**config.mk**
```make
export PLATFORM = sky130hd
export DESIGN_NAME = imm_instr_encoder_flat
export DESIGN_NICKNAME = d
export VERILOG_FILES = /design/src/rtl/imm_instr_encoder_if.sv /design/src/rtl/imm_instr_encoder.sv /design/src/flat_wrapper.sv
export SDC_FILE = /design/constraint.sdc
export NUM_CORES = 1
export LEC_CHECK = 0
export ABC_AREA = 1
export CAP_MARGIN = 20
export CELL_PAD_IN_SITES_DETAIL_PLACEMENT = 1
export CELL_PAD_IN_SITES_GLOBAL_PLACEMENT = 2
export CORE_MARGIN = 2
export CORE_UTILIZATION = 32
export CTS_CLUSTER_SIZE = 14
export DETAILED_ROUTE_END_ITERATION = 10
export GPL_TIMING_DRIVEN = 0
export MAX_ROUTING_LAYER = met4
export PLACE_DENSITY = 0.92
export SYNTH_ARGS = -nofsm -noshare
export SYNTH_HDL_FRONTEND = slang
export SYNTH_SLANG_ARGS = --single-unit
```
**constraint.sdc**
```tcl
create_clock -name clk -period 9.15 [get_ports clk]
set_clock_uncertainty 0.1 [all_clocks]
set_input_delay 0.915 -clock clk [delete_from_list [all_inputs] [get_ports clk]]
set_output_delay 0.915 -clock clk [all_outputs]
set_load 0.03 [all_outputs]
```
**src/rtl/imm_instr_encoder_if.sv**
```systemverilog
// Request channel of the instruction encoder: valid/ready handshake plus the
// raw instruction fields to be packed.
interface imm_instr_encoder_if;
    logic        in_valid;
    logic        in_ready;
    logic [6:0]  opcode;
    logic [4:0]  rd;
    logic [4:0]  rs1;
    logic [4:0]  rs2;
    logic [2:0]  funct3;
    logic [6:0]  funct7;
    logic [31:0] imm;

    modport master (
        output in_valid, opcode, rd, rs1, rs2, funct3, funct7, imm,
        input  in_ready
    );

    modport slave (
        input  in_valid, opcode, rd, rs1, rs2, funct3, funct7, imm,
        output in_ready
    );
endinterface

```
**src/rtl/imm_instr_encoder.sv**
```systemverilog
// Packs RV32I fields and a 32-bit immediate into an instruction word, checks
// the immediate, and writes good words to instruction memory at a rising address.
module imm_instr_encoder #(
    parameter int          ADDR_WIDTH = 8,
    parameter int unsigned BASE_ADDR  = 0
) (
    input  logic                  clk,
    input  logic                  reset,
    input  logic                  clear,
    imm_instr_encoder_if.slave    req,
    output logic                  imem_we,
    output logic [ADDR_WIDTH-1:0] imem_addr,
    output logic [31:0]           imem_wdata,
    output logic                  err_opcode,
    output logic                  err_range,
    output logic                  err_align,
    output logic                  full
);
    localparam logic [ADDR_WIDTH-1:0] ADDR_FIRST = ADDR_WIDTH'(BASE_ADDR);
    localparam logic [ADDR_WIDTH-1:0] ADDR_LAST  = '1;

    typedef enum logic [1:0] {IDLE, ENCODE, WRITE} state_t;

    typedef enum logic [6:0] {
        OP_R     = 7'b0110011,
        OP_I     = 7'b0010011,
        OP_LOAD  = 7'b0000011,
        OP_S     = 7'b0100011,
        OP_B     = 7'b1100011,
        OP_J     = 7'b1101111,
        OP_LUI   = 7'b0110111,
        OP_AUIPC = 7'b0010111
    } opcode_t;

    state_t        state_q, state_d;
    logic          handshake;
    logic [6:0]    op_q;
    logic [4:0]    rd_q, rs1_q, rs2_q;
    logic [2:0]    f3_q;
    logic [6:0]    f7_q;
    logic [31:0]   imm_q;
    logic signed [31:0] imm_s;
    logic [31:0]   word;
    logic          bad_op, bad_range, bad_align, bad_any;

    assign handshake = req.in_valid & req.in_ready;
    assign imm_s     = signed'(imm_q);
    assign bad_any   = bad_op | bad_range | bad_align;

    // State register: reset and clear both abandon whatever was captured.
    always_ff @(posedge clk) begin
        if (reset || clear) state_q <= IDLE;
        else                state_q <= state_d;
    end

    always_comb begin
        // NOTE: every combinational output gets a default first so no path leaves it unassigned (no latch).
        state_d = state_q;
        case (state_q)
            IDLE:    if (handshake) state_d = ENCODE;
            ENCODE:  state_d = bad_any ? IDLE : WRITE;
            WRITE:   state_d = IDLE;
            default: state_d = IDLE;
        endcase
    end

    // The strobe is masked while reset/clear is asserted so an aborted WRITE never reaches memory.
    always_comb begin
        req.in_ready = (state_q == IDLE) & ~full & ~clear;
        imem_we      = (state_q == WRITE) & ~reset & ~clear;
    end

    // NOTE: the captured request is pure datapath; it is only consumed after a handshake, so it needs no reset.
    always_ff @(posedge clk) begin
        if (handshake) begin
            op_q  <= req.opcode;
            rd_q  <= req.rd;
            rs1_q <= req.rs1;
            rs2_q <= req.rs2;
            f3_q  <= req.funct3;
            f7_q  <= req.funct7;
            imm_q <= req.imm;
        end
    end

    always_comb begin
        word      = '0;
        bad_op    = 1'b0;
        bad_range = 1'b0;
        bad_align = 1'b0;
        case (op_q)
            OP_R: word = {f7_q, rs2_q, rs1_q, f3_q, rd_q, op_q};
            OP_I, OP_LOAD: begin
                word      = {imm_q[11:0], rs1_q, f3_q, rd_q, op_q};
                bad_range = (imm_s < -2048) || (imm_s > 2047);
            end
            OP_S: begin
                word      = {imm_q[11:5], rs2_q, rs1_q, f3_q, imm_q[4:0], op_q};
                bad_range = (imm_s < -2048) || (imm_s > 2047);
            end
            OP_B: begin
                word      = {imm_q[12], imm_q[10:5], rs2_q, rs1_q, f3_q,
                             imm_q[4:1], imm_q[11], op_q};
                bad_range = (imm_s < -4096) || (imm_s > 4094);
                bad_align = imm_q[0];
            end
            OP_J: begin
                word      = {imm_q[20], imm_q[10:1], imm_q[11], imm_q[19:12], rd_q, op_q};
                bad_range = (imm_s < -1048576) || (imm_s > 1048574);
                bad_align = imm_q[0];
            end
            OP_LUI, OP_AUIPC: begin
                word      = {imm_q[31:12], rd_q, op_q};
                bad_align = |imm_q[11:0];
            end
            default: bad_op = 1'b1;
        endcase
    end

    always_ff @(posedge clk) begin
        // NOTE: sequential state is updated with non-blocking assignments only.
        if (reset) begin
            imem_addr  <= ADDR_FIRST;
            imem_wdata <= '0;
            err_opcode <= 1'b0;
            err_range  <= 1'b0;
            err_align  <= 1'b0;
            full       <= 1'b0;
        end else if (clear) begin
            imem_addr  <= ADDR_FIRST;
            err_opcode <= 1'b0;
            err_range  <= 1'b0;
            err_align  <= 1'b0;
            full       <= 1'b0;
        end else begin
            if (state_q == ENCODE) begin
                imem_wdata <= word;
                err_opcode <= err_opcode | bad_op;
                err_range  <= err_range  | bad_range;
                err_align  <= err_align  | bad_align;
            end
            // The last word saturates into full rather than wrapping onto BASE_ADDR.
            if (state_q == WRITE) begin
                if (imem_addr == ADDR_LAST) full      <= 1'b1;
                else                        imem_addr <= imem_addr + 1'b1;
            end
        end
    end
endmodule
```
**src/flat_wrapper.sv**
```systemverilog
// flat-port wrapper written by rule: the top's interface ports become plain ports
module imm_instr_encoder_flat 
#(
    parameter int          ADDR_WIDTH = 8,
    parameter int unsigned BASE_ADDR  = 0
)
  (clk, reset, clear, imem_we, imem_addr, imem_wdata, err_opcode, err_range, err_align, full, req_in_valid, req_opcode, req_rd, req_rs1, req_rs2, req_funct3, req_funct7, req_imm, req_in_ready);
  imm_instr_encoder_if req_i ();
  input  logic clk;
  input  logic reset;
  input  logic clear;
  output logic imem_we;
  output logic [ADDR_WIDTH-1:0] imem_addr;
  output logic [31:0] imem_wdata;
  output logic err_opcode;
  output logic err_range;
  output logic err_align;
  output logic full;
  input wire logic [$bits(req_i.in_valid)-1:0] req_in_valid;
  input wire logic [$bits(req_i.opcode)-1:0] req_opcode;
  input wire logic [$bits(req_i.rd)-1:0] req_rd;
  input wire logic [$bits(req_i.rs1)-1:0] req_rs1;
  input wire logic [$bits(req_i.rs2)-1:0] req_rs2;
  input wire logic [$bits(req_i.funct3)-1:0] req_funct3;
  input wire logic [$bits(req_i.funct7)-1:0] req_funct7;
  input wire logic [$bits(req_i.imm)-1:0] req_imm;
  output wire logic [$bits(req_i.in_ready)-1:0] req_in_ready;
  assign req_i.in_valid = req_in_valid;
  assign req_i.opcode = req_opcode;
  assign req_i.rd = req_rd;
  assign req_i.rs1 = req_rs1;
  assign req_i.rs2 = req_rs2;
  assign req_i.funct3 = req_funct3;
  assign req_i.funct7 = req_funct7;
  assign req_i.imm = req_imm;
  assign req_in_ready = req_i.in_ready;
  imm_instr_encoder #(.ADDR_WIDTH(ADDR_WIDTH), .BASE_ADDR(BASE_ADDR)) u_core (.clk(clk), .reset(reset), .clear(clear), .req(req_i), .imem_we(imem_we), .imem_addr(imem_addr), .imem_wdata(imem_wdata), .err_opcode(err_opcode), .err_range(err_range), .err_align(err_align), .full(full));
endmodule
```
==> impl_results.md, run 1 <==
* Status: complete, no violations
* Max stage delay cell, worst path: clkdlybuf4s50_1
* P_int at between 0.7 and 0.8 mW
* Synth Instances at between 500 and 600
* ANT nets after route at 0
* Mapped Area at 4830 um2
* Post-synthesis average cell area at around 9 um2
* Total vias in the final route at 4131
* Rel. slew slack at 43.4%
* P_leak at 2.38 nW
* Max layer used: met4
* Num CTS Buffers at 9
* Initial antenna violation count at 0
* TNS Setup at 0 ns
* CTS tree: done
* H-Tree Depth at 3
* Post-CTS Hold Buffers at 0
* Critical path buffers and inverters at 3
* M1 WL at 6210 um
* Post-synth top area share at between 30% and 40%
* Worst endpoint required time at a little over 8 ns
* Max frequency at 260 MHz
* Crit Path Max Fanout at 9
* Crit-path max cell delay at approximately 0.7 ns
* Post CTS Setup Buffer Count at 0
* FF+latch count, synth at 110
* Final period utilization at 42.1%
* Tot Pwr at 1.00 mW
* Detail Route met2 WL at 6500 um
* Setup violators final at 0
* Pins Over Slew Limit at 0
* Placer Congestion at 0.799
* Via-to-Cell Ratio at 4.80
* Leading post-synthesis cells by cell area: edfxtp_1 (40%), dfxtp_1 (19%), nand2_1 (14%), nor2_1 (4.5%), a21oi_1 (3.9%)
* Clk pin slew, worst setup/hold paths at 0.07 ns
* Clock Power Share at between 30% and 40%
* RSZ-0062 raised after global routing: false
* Ports at 114
* FILL cells at 1718
* DRC at 0
* Die Area at 16100 um2
* Combinational Power Share at ~6.2%
* Syn nets at 616
* Asr flop ratio synth at 0%
* Startpoint Class: input port
* Final core occ at 44.4%
* Worst Tran Pin Value at 0.846 ns
* Top cell by count, worst path: clkdlybuf4s50_1
* Global-route wire length before repair at 22100 um
* Diode count at 0
* MaxCap Viol Count at 0
* Detail Placement HPWL at 10700 um
* Detailed Route Iter0 Violations at about 200
* Worst path cell trace: clkdlybuf4s50_1 -> nor2_2 -> inv_1 -> nor2_1 -> clkdlybuf4s50_1
* Rows at 44
* Share of cells above drive strength 1 at 6.51%
* Register area share after synthesis at around three fifths
* Netlist cell types at 31
* Sw Share at 21.9%
* Number of synthesized flops with an enable pin at 64
* Final-report hold violation count at 0
* Core area at about 15000 um2
* Routed wire per std cell at between 15 and 20 um
* Part of the power in registers at 54.9%
* Syn. warnings at 0
* Total grt overflow at 0
* Switch Pwr at 0.219 mW
* Die height at 127 um
* Nets at 740
* CTS max path bufs at 2
* Most common cell after layout, fill and taps aside: nand2_1
* Setup crit end kind: output pin
* Area grow syn2layout at 34.6%
* Hold Path Class: flop to flop
* Initial Utilization at 33.0%
* Routed length on met3 at 527 um
* Worst-Skew Late Latency at 0.36 ns
* Vias in the first global route at between 4000 and 5000
* Top_reg_cell synth: edfxtp_1
* Total GRT Usage at 18.0%
* Clock root buffer: clkbuf_16
* Resize count post-CTS at 0
* Largest net degree at the start of global routing at 40
* Worst path top cell family by delay: buffers and inverters
* Post-synth top area cell: edfxtp_1
* Clock sink total at 110
* Worst vdd ir at roughly 0.000092 V
* PortBufs at roughly 110
* Pwr dens at 154 nW/um2
* Drt total wl at 13600 um
* Min Tclk post-route at slightly below 4 ns
* Kind of critical path: input port to output pin
* Highest-count cells in the layout ignoring fill and taps: nand2_1 (181), clkdlybuf4s50_1 (112), edfxtp_1 (64)
* WP data arrival at 2.84 ns
* Die width at 127 um
* TritonRoute pass-1 iters at 4
## sequential cells by signal, summed over array words and instances, names as in the netlist, 2 cells and up
name / cells
u_core.imm_q: 32
u_core.op_q: 7
u_core.f7_q: 7
u_core.rs2_q: 5
u_core.state_q: 2
u_core.imem_addr: 8
u_core.imem_wdata: 32
u_core.f3_q: 3
u_core.rd_q: 5
u_core.rs1_q: 5
## synth_stat cells, types with 3 or more instances
cell,number
a21boi_0,4
a21oi_1,38
buf_2,4
clkbuf_1,7
dfxtp_1,46
edfxtp_1,64
inv_1,41
nand2_1,181
nand2_2,8
nand3_1,32
nand3_4,3
nand4_1,11
nor2_1,58
nor2_2,4
nor3_1,5
o211ai_1,4
o21ai_0,16
## power groups by stage
stage	combinational [mW]	clock, mW	sequential, mW
floorplan	0.0218	0	0.558
global placement	0.0589	0	0.562
detailed placement	0.0624	0	0.561
CTS	0.0628	0.399	0.550
global route	0.0678	0.417	0.551
finish	0.0618	0.390	0.550
## metrics by stage
| stage | cells | hold slack [ns] | cell area, um2 | worst slack, ns |
|---|---|---|---|---|
| finish | 860 | 0.366 | 6500 | 5.30 |
| global route | 860 | 0.401 | 6500 | 5.16 |
| CTS | 860 | 0.370 | 6500 | 5.27 |
| detailed placement | 844 | 0.358 | 6210 | 5.29 |
| global placement | 843 | 0.353 | 6180 | 3.18 |
| floorplan | 547 | 0.456 | 4830 | 4.07 |
## kinds of logic (layout without fill, tap and decap cells)
family	count (synthesis)	in the layout	synth area share, %
simple gates	310	310	28.1
flops	110	110	58.9
compound gates	66	66	7.52
buf+inv	56	185	4.51
xor+xnor	4	4	0.726
fa+ha+maj	1	1	0.259
## worst reg2reg max path, delay by kind of cell (launching register included)
kind | cells | cell delay, ns
buffers and inverters | 3 | 0.51
flip-flops | 1 | 0.32
AND/OR/NAND/NOR | 3 | 0.90
## metal layers
metal,GRT usage (%),vias up
li1,-,2051
met1,22.2,1937
met2,29.3,115
met3,3.04,28
met4,7.82,0
met5,-,-
## worst paths after layout
check                                  startpoint          endpoint  slack, ns  cells past startpoint
worst max-delay path                        clear           imem_we       5.30                      5
worst min-delay path             u_core.err_range  u_core.err_range       0.37                      2
worst max register to register  u_core.state_q[0]  u_core.imm_q[30]       7.00                      6
worst min register to register   u_core.err_range  u_core.err_range       0.37                      2
## area by class of cell
| cell class | count | area (um2) | area share, % |
|---|---|---|---|
| sequential | 110 | 2840 | 43.8 |
| inverter | 45 | 171 | 2.64 |
| buffer | 11 | 46.3 | 0.712 |
| multi-input combinational | 381 | 1770 | 27.3 |
| tap | 184 | 230 | 3.54 |
| timing repair buffer | 113 | 1140 | 17.6 |
| clock buffer | 10 | 229 | 3.52 |
| clock inverter | 6 | 62.6 | 0.963 |
Power figures use the tool's default switching activity.
==> run 2: changes to the inputs <==
--- a/config.mk
+++ b/config.mk
@@ -10,12 +10,12 @@
 export CELL_PAD_IN_SITES_DETAIL_PLACEMENT = 1
 export CELL_PAD_IN_SITES_GLOBAL_PLACEMENT = 2
 export CORE_MARGIN = 2
-export CORE_UTILIZATION = 32
+export CORE_UTILIZATION = 27
 export CTS_CLUSTER_SIZE = 14
 export DETAILED_ROUTE_END_ITERATION = 10
 export GPL_TIMING_DRIVEN = 0
 export MAX_ROUTING_LAYER = met4
-export PLACE_DENSITY = 0.92
+export PLACE_DENSITY = 0.83
 export SYNTH_ARGS = -nofsm -noshare
 export SYNTH_HDL_FRONTEND = slang
 export SYNTH_SLANG_ARGS = --single-unit
==> constraint.sdc (replaced) <==
create_clock -name clk -period 3.5 [get_ports clk]
set_clock_uncertainty 0.1 [all_clocks]
set_input_delay 0.35 -clock clk [delete_from_list [all_inputs] [get_ports clk]]
set_output_delay 0.35 -clock clk [all_outputs]
set_load 0.03 [all_outputs]
==> run 2 against run 1 <==
Die area up 18%. Largest cell class unchanged. Clock-buffer cell count shrank 1. Core utilization decreased by 6.7 points. Highest routed layer unchanged.
==> impl_results.md, run 2 (synthesis gave the netlist of run 1 again) <==
* Die height at ~140 um
* Core area at between 15000 and 20000 um2
* Worst slack, placed at around 0.73 ns
* Rel. slew slack at around a third
* Die Area at 19000 um2
* CTS tree: done
* Largest net degree at the start of global routing at 35
* Area grow syn2layout at 36.1%
* Total grt overflow at 0
* Worst hold path startpoint: reset
* Die width at 138 um
* Clock Power Share at 40.1%
* Most common cell after layout, fill and taps aside: nand2_1
* Initial antenna violation count at 0
* Part of the power in registers at between 50 and 60%
* Clk pin slew, worst setup/hold paths at roughly 0.07 ns
* Startpoint Class: input port
* Placed insts at about 890
* Switch Pwr at 0.602 mW
* ANT nets after route at 0
* Max frequency at 366 MHz
* Rows at 48
* Detailed Route Iter0 Violations at 160
* Pwr dens at 406 nW/um2
* Drt total wl at 13700 um
* Vias in the first global route at 4235
* Setup violators final at 0
* Clock sink total at 110
* Placer Congestion at a little over 0.9
* Worst endpoint required time at between 3 and 4 ns
* Via-to-Cell Ratio at 4.53
* Pins Over Slew Limit at 0
* Crit Path Max Fanout at 9
* PortBufs at 112
* P_leak at 2.40 nW
* H-Tree Depth at 3
* Detail Placement HPWL at 11000 um
* P_int at 2.07 mW
* Setup slack after layout at 0.771 ns
* Final-report hold violation count at 0
* Total GRT Usage at 15.4%
* Highest-count cells in the layout ignoring fill and taps: nand2_1 (181), clkdlybuf4s50_1 (112), edfxtp_1 (64)
* Status: complete, no violations
* Setup crit end kind: output pin
* Initial Utilization at 27.7%
* RSZ-0062 raised after global routing: false
* TNS Setup at 0 ns
* Routed wire per std cell at 15.2 um
* Worst Tran Pin Value at 0.993 ns
* Diode count at 0
* Reg2Reg Depth at 6
* Worst hold stages at 2
* MaxCap Viol Count at 0
* Worst-Skew Late Latency at 0.36 ns
* Share of cells above drive strength 1 at 6.80%
* Total vias in the final route at just over 4000
* Largest regs: u_core.imem_wdata (32), u_core.imm_q (32), u_core.imem_addr (8)
* Resize count post-CTS at 0
* WP data arrival at 2.28 ns
* CTS max path bufs at 2
* Kind of critical path: input port to output pin
* Global-route wire length before repair at roughly 21000 um
* Post-CTS Hold Buffers at 0
* Critical Path Source: clear
* Ports at 114
* Post CTS Setup Buffer Count at 0
* Clock root buffer: clkbuf_16
* Final period utilization at 78.0%
* RR Startpoint: u_core.state_q[0]
* Hold Path Class: input port to flop
* Combinational Power Share at 6.1%
* Num CTS Buffers at 9
* Non-Filler Instances at 901
* Worst vdd ir at 0.000232 V
* DRC at 0
* TritonRoute pass-1 iters at 4
* Sw Share at 22.6%
* Min Tclk post-route at 2.73 ns
* Nets at 740
## run 2: final cells by class
type | instances | area (um2)
Fill cell | 2045 | 10800
Sequential cell | 110 | 2840
Multi-Input combinational cell | 381 | 1770
Timing Repair Buffer | 113 | 1140
Tap cell | 225 | 282
Clock buffer | 9 | 225
Inverter | 45 | 171
Clock inverter | 7 | 86.3
Buffer | 11 | 46.3
## run 2: power groups by stage
stage | Sequential, mW | Clock [mW] | Combinational (mW)
CTS | 1.44 | 1.10 | 0.166
global route | 1.44 | 1.16 | 0.178
detailed placement | 1.47 | 0 | 0.165
global placement | 1.47 | 0 | 0.157
floorplan | 1.46 | 0 | 0.0581
finish | 1.44 | 1.07 | 0.162
## run 2: through the flow
step                      hold WS, ns  instance area [um2]  power [mW]  utilization (%)
after CTS                       0.214                 6570        2.71             37.7
final                           0.226                 6570        2.67             37.7
after global routing            0.266                 6570        2.77             37.7
after global placement          0.341                 6240        1.62             35.8
after detailed placement        0.348                 6260        1.63             35.9
after floorplan                 0.349                 4830        1.52                -
## run 2: worst paths after layout
path	end	slack, ns
worst max-delay path	imem_we	0.77
worst min register to register	u_core.err_range	0.36
worst min-delay path	u_core.imem_wdata[0]	0.23
worst max register to register	u_core.imm_q[29]	1.27
## run 2: per-layer routing
metal  up-vias  wire (um)  track usage (%)
met1      1905       6230             18.8
met2       106       6660             25.6
met5         -          0                -
li1       2054          -                -
met4         0        228             4.93
met3        17        595             3.27
## run 2: worst max-delay path: stages
cell and delay [ns]:
clkdlybuf4s50_1 0.48, nor2_2 0.33, inv_1 0.23, nor2_1 0.19
clkdlybuf4s50_1 0.69
==> run 3: changes to the inputs <==
==> constraint.sdc (replaced) <==
create_clock -name clk -period 2.4 [get_ports clk]
set_clock_uncertainty 0.1 [all_clocks]
set_input_delay 0.24 -clock clk [delete_from_list [all_inputs] [get_ports clk]]
set_output_delay 0.24 -clock clk [all_outputs]
set_load 0.03 [all_outputs]
==> run 3 against run 2 <==
Sequential power rose by 45%. Clock power rose by 63%. Flip-flop and latch count did not move. Power rose by 53%. Critical endpoint is now u_core.rd_q[3]. Highest routed layer unchanged.
==> impl_results.md, run 3 (synthesis gave the netlist of run 1 again) <==
* Die height at 138 um
* Final core occ at between 30% and 40%
* Combinational Power Share at 5.9%
* Initial Utilization at 27.7%
* Post CTS Setup Buffer Count at 0
* Die width at 138 um
* Post-route cell area at 6630 um2
* Min Tclk post-route at 2.24 ns
* Drt total wl at 13700 um
* Clk pin slew, worst setup/hold paths at 0.07 ns
* Detail Placement HPWL at 10900 um
* P_int at roughly 3.2 mW
* H-Tree Depth at 3
* Global-route wire length before repair at 21800 um
* Diode count at 0
* Placed insts at 885
* Worst-Skew Late Latency at 0.36 ns
* Clock Power Share at 42.8%
* Worst endpoint required time at about 2.4 ns
* Crit Path Max Fanout at 36
* Highest-count cells in the layout ignoring fill and taps: nand2_1 (181), clkdlybuf4s50_1 (111), edfxtp_1 (64)
* Largest regs: u_core.imem_wdata (32), u_core.imm_q (32), u_core.imem_addr (8)
* Share of cells above drive strength 1 at 7.10%
* Most common cell after layout, fill and taps aside: nand2_1
* Routed wire per std cell at 15.2 um
* Core area at 17400 um2
* Clock root buffer: clkbuf_16
* Final period utilization at 93.2%
* Sw Share at 20.6%
* RSZ-0062 raised after global routing: false
* Worst Tran Pin Value at 0.892 ns
* Status: complete, no violations
* Kind of critical path: input port to flop
* Worst vdd ir at 0.000323 V
* Pwr dens at approximately 620 nW/um2
* Via-to-Cell Ratio at between 4 and 5
* Hold Path Class: input port to flop
* WP data arrival at 2.18 ns
* Resize count post-CTS at 2
* Largest net degree at the start of global routing at 37
* TritonRoute pass-1 iters at 4
* Setup violators final at 0
* Detailed Route Iter0 Violations at roughly 140
* Post-CTS Hold Buffers at 0
* DRC at 0
* Initial antenna violation count at 0
* P_leak at 2.42 nW
* Rows at 48
* Die Area at 19000 um2
* Area grow syn2layout at 37.4%
* CTS tree: done
* Setup crit end kind: flop
* Pins Over Slew Limit at 0
* ANT nets after route at 0
* Part of the power in registers at a little over 50%
* Final-report hold violation count at 0
* Non-Filler Instances at 901
* Max frequency at 447 MHz
* Startpoint Class: input port
* FILL cells at 1999
* Num CTS Buffers at 9
* Switch Pwr at 0.841 mW
* Total grt overflow at 0
* PortBufs at roughly 110
* Ports at 114
* CTS max path bufs at 2
* Rel. slew slack at 40.4%
* Total GRT Usage at 15.6%
* DP Area at 6270 um2
* Vias in the first global route at 4330
* Total vias in the final route at 4113
* Clock sink total at 110
* Placer Congestion at 0.885
* MaxCap Viol Count at 0
* Nets at between 700 and 800
==> run 3: final cells by class <==
| class | count | area, um2 | share of cell area (%) |
|---|---|---|---|
| clock buffers | 10 | 239 | 3.60 |
| flip-flops and latches | 110 | 2840 | 42.9 |
| repair buffers | 113 | 1140 | 17.2 |
| plain buffers | 11 | 46.3 | 0.698 |
| inverters | 45 | 171 | 2.59 |
| clock inverters | 6 | 118 | 1.77 |
| well taps | 225 | 282 | 4.25 |
| multi-input cells | 381 | 1790 | 27.0 |
==> run 3: power by group through the flow <==
| stage | clock, mW | sequential, mW | combinational [mW] |
|---|---|---|---|
| final | 1.74 | 2.09 | 0.239 |
| after global routing | 1.86 | 2.10 | 0.262 |
| after CTS | 1.79 | 2.10 | 0.244 |
| after detailed placement | 0 | 2.14 | 0.242 |
| after global placement | 0 | 2.14 | 0.230 |
| after floorplan | 0 | 2.13 | 0.0860 |
==> run 3: path summary, 6_finish.rpt <==
path                          from                     to  slack, ns  cells past startpoint
max                          clear         u_core.rd_q[3]       0.16                      5
max reg2reg      u_core.state_q[0]         u_core.rd_q[3]       0.24                      6
min reg2reg  u_core.imem_wdata[15]  u_core.imem_wdata[15]       0.36                      2
min                          reset   u_core.imem_wdata[0]       0.16                      2
==> run 3: layer usage <==
metal	vias to the layer above	GRT usage (%)	routed length, um
met2	99	26.2	6630
li1	2057	-	-
met5	-	-	0
met3	19	3.02	593
met4	0	5.10	236
met1	1938	19.0	6280
==> run 3: worst max-delay path, cell delays in order <==
cell and delay (ns):
clkdlybuf4s50_1 0.55, nor3_4 0.24, inv_1 0.10, nor2_4 0.70
buf_12 0.30
==> run 3: stage by stage <==
step	setup TNS, ns	worst slack (ns)	hold slack (ns)	total power [mW]
5_1_grt	0	0.0739	0.200	4.22
3_5_place_dp	-6.83	-0.237	0.355	2.38
6_report	0	0.164	0.160	4.08
2_1_floorplan	0	0.0174	0.239	2.21
4_1_cts	0	0.160	0.156	4.12
3_3_place_gp	-34.65	-0.544	0.354	2.37
